==> src/rtl/alu_pkg.sv <==
// Shared ALU definitions. The ALU control decoder and the execute-stage ALU both use these codes.
package alu_pkg;

    localparam logic [2:0] ALU_AND  = 3'b000;
    localparam logic [2:0] ALU_XOR  = 3'b001;
    localparam logic [2:0] ALU_SLL  = 3'b010;
    localparam logic [2:0] ALU_ADD  = 3'b011;
    localparam logic [2:0] ALU_SUB  = 3'b100;
    localparam logic [2:0] ALU_MUL  = 3'b101;
    localparam logic [2:0] ALU_ADDI = 3'b110;
    localparam logic [2:0] ALU_SRAI = 3'b111;

    typedef enum logic [1:0] {
        ST_IDLE = 2'b00,
        ST_MUL  = 2'b01,
        ST_DONE = 2'b10
    } alu_state_t;

endpackage

==> src/rtl/alu_mul_iter.sv <==
// Iterative shift-add multiplier retiring MUL_STEP multiplier bits per cycle.
// done/product are combinational so the caller can register the final sum on the last step's edge.
module alu_mul_iter #(
    parameter int unsigned WIDTH    = 32,
    parameter int unsigned MUL_STEP = 1
) (
    input  logic             clk,
    input  logic             rst_n,
    input  logic             start,
    input  logic             abort,
    input  logic [WIDTH-1:0] op_a,
    input  logic [WIDTH-1:0] op_b,
    output logic             done,
    output logic [WIDTH-1:0] product
);

    localparam int unsigned STEPS = WIDTH / MUL_STEP;
    localparam int unsigned CW    = $clog2(WIDTH) + 1;

    logic [WIDTH-1:0] mcand;
    logic [WIDTH-1:0] mplier;
    logic [WIDTH-1:0] acc;
    logic [WIDTH-1:0] partial;
    logic [CW-1:0]    count;
    logic             busy;

    always_comb begin
        partial = '0;
        for (int unsigned i = 0; i < MUL_STEP; i++) begin
            if (mplier[i]) begin
                partial = partial + (mcand << i);
            end
        end
    end

    assign product = acc + partial;
    assign done    = busy && (count == CW'(STEPS - 1));

    always_ff @(posedge clk or negedge rst_n) begin
        if (!rst_n) begin
            mcand  <= '0;
            mplier <= '0;
            acc    <= '0;
            count  <= '0;
            busy   <= 1'b0;
        end else if (start) begin
            mcand  <= op_a;
            mplier <= op_b;
            acc    <= '0;
            count  <= '0;
            busy   <= 1'b1;
        end else if (busy) begin
            acc    <= product;
            mcand  <= mcand << MUL_STEP;
            mplier <= mplier >> MUL_STEP;
            count  <= count + 1'b1;
            if (abort || done) begin
                busy <= 1'b0;
            end
        end
    end

endmodule

==> src/rtl/multicycle_alu.sv <==
// Execute-stage ALU: single-cycle ops register in one cycle, mul iterates in alu_mul_iter.
// valid/ready handshake on both sides; flush kills whatever is held or in flight.
module multicycle_alu
    import alu_pkg::*;
#(
    parameter int unsigned WIDTH    = 32,
    parameter int unsigned MUL_STEP = 1
) (
    input  logic             clk_i,
    input  logic             rst_i,
    input  logic             valid_i,
    output logic             ready_o,
    input  logic [2:0]       ctrl_i,
    input  logic [WIDTH-1:0] data1_i,
    input  logic [WIDTH-1:0] data2_i,
    input  logic             flush_i,
    output logic             valid_o,
    input  logic             ready_i,
    output logic [WIDTH-1:0] result_o,
    output logic             zero_o
);

    localparam int unsigned SHW = $clog2(WIDTH);

    alu_state_t       state;
    alu_state_t       state_next;
    logic             accept;
    logic             is_mul;
    logic             mul_start;
    logic             mul_done;
    logic [WIDTH-1:0] mul_product;
    logic [WIDTH-1:0] alu_res;
    logic [SHW-1:0]   shamt;

    assign shamt     = data2_i[SHW-1:0];
    assign is_mul    = (ctrl_i == ALU_MUL);
    assign accept    = valid_i && ready_o;
    assign mul_start = accept && is_mul;

    always_comb begin
        alu_res = '0;
        case (ctrl_i)
            ALU_AND:  alu_res = data1_i & data2_i;
            ALU_XOR:  alu_res = data1_i ^ data2_i;
            ALU_SLL:  alu_res = data1_i << shamt;
            ALU_ADD:  alu_res = data1_i + data2_i;
            ALU_SUB:  alu_res = data1_i - data2_i;
            ALU_ADDI: alu_res = data1_i + data2_i;
            ALU_SRAI: alu_res = $signed(data1_i) >>> shamt;
            default:  alu_res = '0;
        endcase
    end

    alu_mul_iter #(
        .WIDTH    (WIDTH),
        .MUL_STEP (MUL_STEP)
    ) u_mul (
        .clk     (clk_i),
        .rst_n   (rst_i),
        .start   (mul_start),
        .abort   (flush_i),
        .op_a    (data1_i),
        .op_b    (data2_i),
        .done    (mul_done),
        .product (mul_product)
    );

    always_ff @(posedge clk_i or negedge rst_i) begin
        if (!rst_i) begin
            state <= ST_IDLE;
        end else begin
            state <= state_next;
        end
    end

    always_comb begin
        state_next = state;
        if (flush_i) begin
            state_next = ST_IDLE;
        end else begin
            case (state)
                ST_IDLE, ST_DONE: begin
                    if (accept) begin
                        state_next = is_mul ? ST_MUL : ST_DONE;
                    end else if (state == ST_DONE && ready_i) begin
                        state_next = ST_IDLE;
                    end
                end
                ST_MUL: begin
                    if (mul_done) begin
                        state_next = ST_DONE;
                    end
                end
                default: state_next = ST_IDLE;
            endcase
        end
    end

    always_comb begin
        ready_o = 1'b0;
        valid_o = 1'b0;
        case (state)
            ST_IDLE: ready_o = !flush_i;
            ST_DONE: begin
                valid_o = 1'b1;
                ready_o = !flush_i && ready_i;
            end
            default: ;
        endcase
    end

    // A flush never writes the result; the mul completion is dropped with it.
    always_ff @(posedge clk_i or negedge rst_i) begin
        if (!rst_i) begin
            result_o <= '0;
            zero_o   <= 1'b0;
        end else if (accept && !is_mul) begin
            result_o <= alu_res;
            zero_o   <= (alu_res == '0);
        end else if (state == ST_MUL && mul_done && !flush_i) begin
            result_o <= mul_product;
            zero_o   <= (mul_product == '0);
        end
    end

endmodule
==> config.mk <==
export PLATFORM = sky130hd
export DESIGN_NAME = multicycle_alu
export DESIGN_NICKNAME = d
export VERILOG_FILES = /design/src/rtl/alu_pkg.sv /design/src/rtl/alu_mul_iter.sv /design/src/rtl/multicycle_alu.sv
export SDC_FILE = /design/constraint.sdc
export NUM_CORES = 1
export LEC_CHECK = 0
export ABC_CLOCK_PERIOD_IN_PS = 4100
export CAP_MARGIN = 20
export CORE_ASPECT_RATIO = 1.25
export CORE_UTILIZATION = 35
export CTS_CLUSTER_DIAMETER = 100
export DETAILED_ROUTE_END_ITERATION = 8
export GPL_TIMING_DRIVEN = 0
export SETUP_SLACK_MARGIN = 0.02
export SYNTH_ARGS = -nofsm -noshare
export SYNTH_HDL_FRONTEND = slang
export SYNTH_HIERARCHICAL = 1
export SYNTH_SLANG_ARGS = --single-unit
==> constraint.sdc <==
create_clock -name clk_i -period 4.1 [get_ports clk_i]
set_input_delay 0.41 -clock clk_i [delete_from_list [all_inputs] [get_ports clk_i]]
set_output_delay 0.41 -clock clk_i [all_outputs]
set_load 0.03 [all_outputs]
==> summary.md <==
| Metric | Value |
|---|---|
| Post-Syn Area per Cell | 8.02 sq um |
| H-tree level count | 4 |
| Psw | ~4.8 mW |
| Yosys cell types | 91 |
| FILL cells | 4500 |
| Unrepaired setup endpoints after global routing | yes |
| Total CTS buffers | 17 |
| Maxcap violations | 0 |
| Root buf cell | clkbuf_16 |
| Largest family of logic cells by synthesized area | compound AO/OA/AOI/OAI gates |
| Vias | between 15000 and 20000 |
| Worst vdd ir | roughly 270 uV |
| Post-synth EDFFs | 0 |
| Detail Placement HPWL | 70400 um |
| Synth Area in Adders | 0.0818 |
| Mux cell area share after synthesis | 0.178 |
| Pint | 5.40 mW |
| Total gr overflow | 0 |
| Crit. End Element | register |
| Max Clock Skew | between 10 and 15 ps |
| Yosys warns | 6 |
| Critical path launch point type | input port |
| DRT Wirelength | 90900 um |
| Synth Register Bits | 138 |
| Violated checks | setup timing |
| Commonest non-fill, non-tap cell in the layout | nand2_1 |
| Num Clock Sinks | 138 |
| Yosys top cell area share | 0.215 |
| Seq. cell area | 0.00345 sq mm |
| WP buf/inv | 1 |
| Crit-path max FO | 10 |
| Met3 WL post-DR | between 6000 and 7000 um |
| Final core utilization | 0.453 |
| Asr flop ratio synth | 1.00 |
| CTS Buffer Depth | 2 |
| Ant diodes | 0 |
| Synth Area in Compound Gates | 0.241 |
| Most Frequent Cell on Critical Path | mux2i_1 |
| Core Area | roughly 0.045 sq mm |
| CP required | about 4500 ps |
| Final cycle utilization of the critical path | 1.17 |
| Die X-Extent | 194 um |
| CP max stage delay | 900 ps |
| First-pass GRT wire length | 128000 um |
| Synthesized cell area | about 0.016 sq mm |
| Comb power frac | 0.597 |
| # setup viols final | 6 |
| WL per Instance | around 32 um |
| Largest area contributor in the netlist | dfrtp_1 |
| Power per cell area | just under 500 mW/mm^2 |
| Fin worst setup slack | -680 ps |
| Slew Limit Fails | 0 |
| Finished Cell Area | approximately 0.021 sq mm |
| Top sig layer | met4 |
| CP top delay family | compound AO/OA/AOI/OAI gates |
| Max Clk Rate | between 200 and 250 MHz |
| Relative slew slack | 0.229 |
| Final hold vios | 0 |
| Initial Util | 0.355 |
| Area Growth Syn to Fin | 27.6% |
| Die height | roughly 240 um |
| GPL Wtd Cong | approximately 1.0 |
| DR vias/cell | 6.35 |
| Area of the multi-input gates | ~0.013 sq mm |
| Final ANT Viol Nets | 0 |
| Power share of the clock group | 0.172 |
| Worst Hold Slack | 254 ps |
| CTS tree | yes |
| TritonRoute pass-1 iters | 5 |
| Die ar. | ~0.047 sq mm |
| Largest net degree at the start of global routing | 96 |
| Final min period | 4780 ps |
| IO buf count | between 100 and 150 |
| Leakage | around 8.4 nW |
| Status | complete, but fails checks |
| Initial antenna violation count | 1 |
| Synth Area in XOR/XNOR | 0.0452 |
| Total GRT Usage | 0.379 |
| Met1 WL | roughly 34000 um |
| Nets | roughly 2400 |
| Primary FF master, synth | dfrtp_1 |
| Number of global-route vias before repair | about 18000 |
| Sw Ratio | 0.470 |
| Boundary Pins | ~110 |
| CTS clk-pin slew, worst paths | around 60 ps |
| Clk Latency, worst-skew pair | 450 ps |
| Cells along the critical path | clkdlybuf4s50_1 > mux2i_1 > mux2i_1 > o21ai_0 > o22ai_1 > a211oi_2 > o311a_1 > nand4b_1 > or4_4 > nor4_4 > nand4_1 > o41ai_2 |
| Slowest stage cell, crit path | o21ai_0 |
| Drt first-iter violations | roughly 1700 |
| Synth Instances | approximately 2000 |
| Most frequent cells in the layout | 276 x nand2_1, 191 x mux2i_1, 159 x o21ai_0 |
| Share of layout cells above drive strength 1 | 0.188 |
| Register area share after synthesis | 0.215 |
| Sequential power share | 0.231 |
| WL met2 | around 43000 um |
| CP arrival | just over 5000 ps |
| # rows | 87 |
| Synth top area cells | dfrtp_1 21%, mux2i_1 12%, ha_1 7.9% |
| Syn_nets | between 2000 and 2500 |
| Post-DP Area | about 0.018 sq mm |
| Worst hold path class | input port to register |
| CP Class | input port to register |
| Worst Tran Pin Value | between 1000 and 1500 ps |
| Synth Area in Simple Gates | 0.187 |
| DRC viols | 0 |
[layout make-up]
cell class              count  share of cell area
clock inverters            13              0.0105
inverters                  30             0.00762
flip-flops and latches    138               0.168
multi-input cells        1699               0.619
repair buffers            208              0.0923
plain buffers             128              0.0454
clock buffers              18              0.0214
well taps                 578              0.0352
[synthesized netlist by cell type, types with 27 or more instances]
cell type / count
mux2i_1: 192
o22ai_1: 30
nand2_1: 286
a21oi_1: 118
a211oi_1: 29
ha_1: 102
xnor2_1: 50
nor3_1: 28
o21ai_0: 177
buf_2: 32
clkbuf_1: 75
dfrtp_1: 138
xor2_1: 33
nand4_1: 27
nand3_1: 34
and2_1: 43
nor2_1: 153
mux2_2: 30
[final timing paths]
kind	startpoint	end	slack (ps)	cells past startpoint
worst min-delay path	data2_i[3]	u_mul/mplier[3]	250	3
max in group asynchronous	rst_i	u_mul/mplier[11]	2730	3
worst max register to register	u_mul/mplier[0]	zero_o	-420	16
min in group asynchronous	rst_i	u_mul/acc[5]	470	2
worst max-delay path	data1_i[2]	zero_o	-680	12
worst min register to register	u_mul/acc[29]	u_mul/acc[29]	510	1
[what timing repair did]
action / in CTS / in global routing
pin swaps: 42 / 84
resized for setup: 199 / 136
buffers inserted: 51 / 50
hold buffers: 1 / 0
endpoints found under the hold margin: 43 / 0
setup endpoints to repair: 72 / 25
[state kept, by name, indices dropped and copies added (netlist names)]
| signal | cells |
|---|---|
| result_o | 32 |
| u_mul/acc | 32 |
| u_mul/mcand | 32 |
| u_mul/mplier | 32 |
| u_mul/count | 6 |
| state | 2 |
| u_mul/busy | 1 |
| zero_o | 1 |
[kinds of logic (layout without fill, tap and decap cells)]
family                     after synthesis  in the layout
DFF                                    138            138
buffers and inverters                  171            397
AOI/OAI and AO/OA                      597            597
adders and majority gates              104            104
and+or+nand+nor                        664            664
xor gates and xnor gates                83             83
muxes                                  251            251
[power by group through the flow]
| stage | combinational, mW | sequential, mW | clock (mW) |
|---|---|---|---|
| 2_1_floorplan | 3.55 | 2.37 | 0 |
| 6_report | 6.09 | 2.35 | 1.75 |
| 3_3_place_gp | 5.48 | 2.34 | 0 |
| 3_5_place_dp | 5.51 | 2.36 | 0 |
| 5_1_grt | 6.49 | 2.41 | 1.83 |
| 4_1_cts | 5.78 | 2.34 | 1.77 |
[layer usage]
| metal | vias to the layer above | track usage |
|---|---|---|
| li1 | 7876 | - |
| met1 | 8819 | 0.437 |
| met2 | 879 | 0.637 |
| met3 | 293 | 0.0690 |
| met4 | 0 | 0.265 |
| met5 | - | 0 |
[tightest hold or removal path: cells and delay by family]
family / cells / cell delay, ps
AO/OA/AOI/OAI: 1 / 60
AND/OR/NAND/NOR: 1 / 60
buffers and inverters: 1 / 130
[through the flow]
| stage | setup TNS (ps) | setup WS (ps) | std cells | power, mW |
|---|---|---|---|---|
| final | -1450 | -680 | 2812 | 10.2 |
| after global routing | -2250 | -682 | 2812 | 10.7 |
| after CTS | -2170 | -848 | 2772 | 9.89 |
| after detailed placement | -104260 | -3290 | 2693 | 7.87 |
| after global placement | -532140 | -3360 | 2690 | 7.81 |
| after floorplan | -2230 | -784 | 2008 | 5.92 |
(Power assumes the default switching activity.)
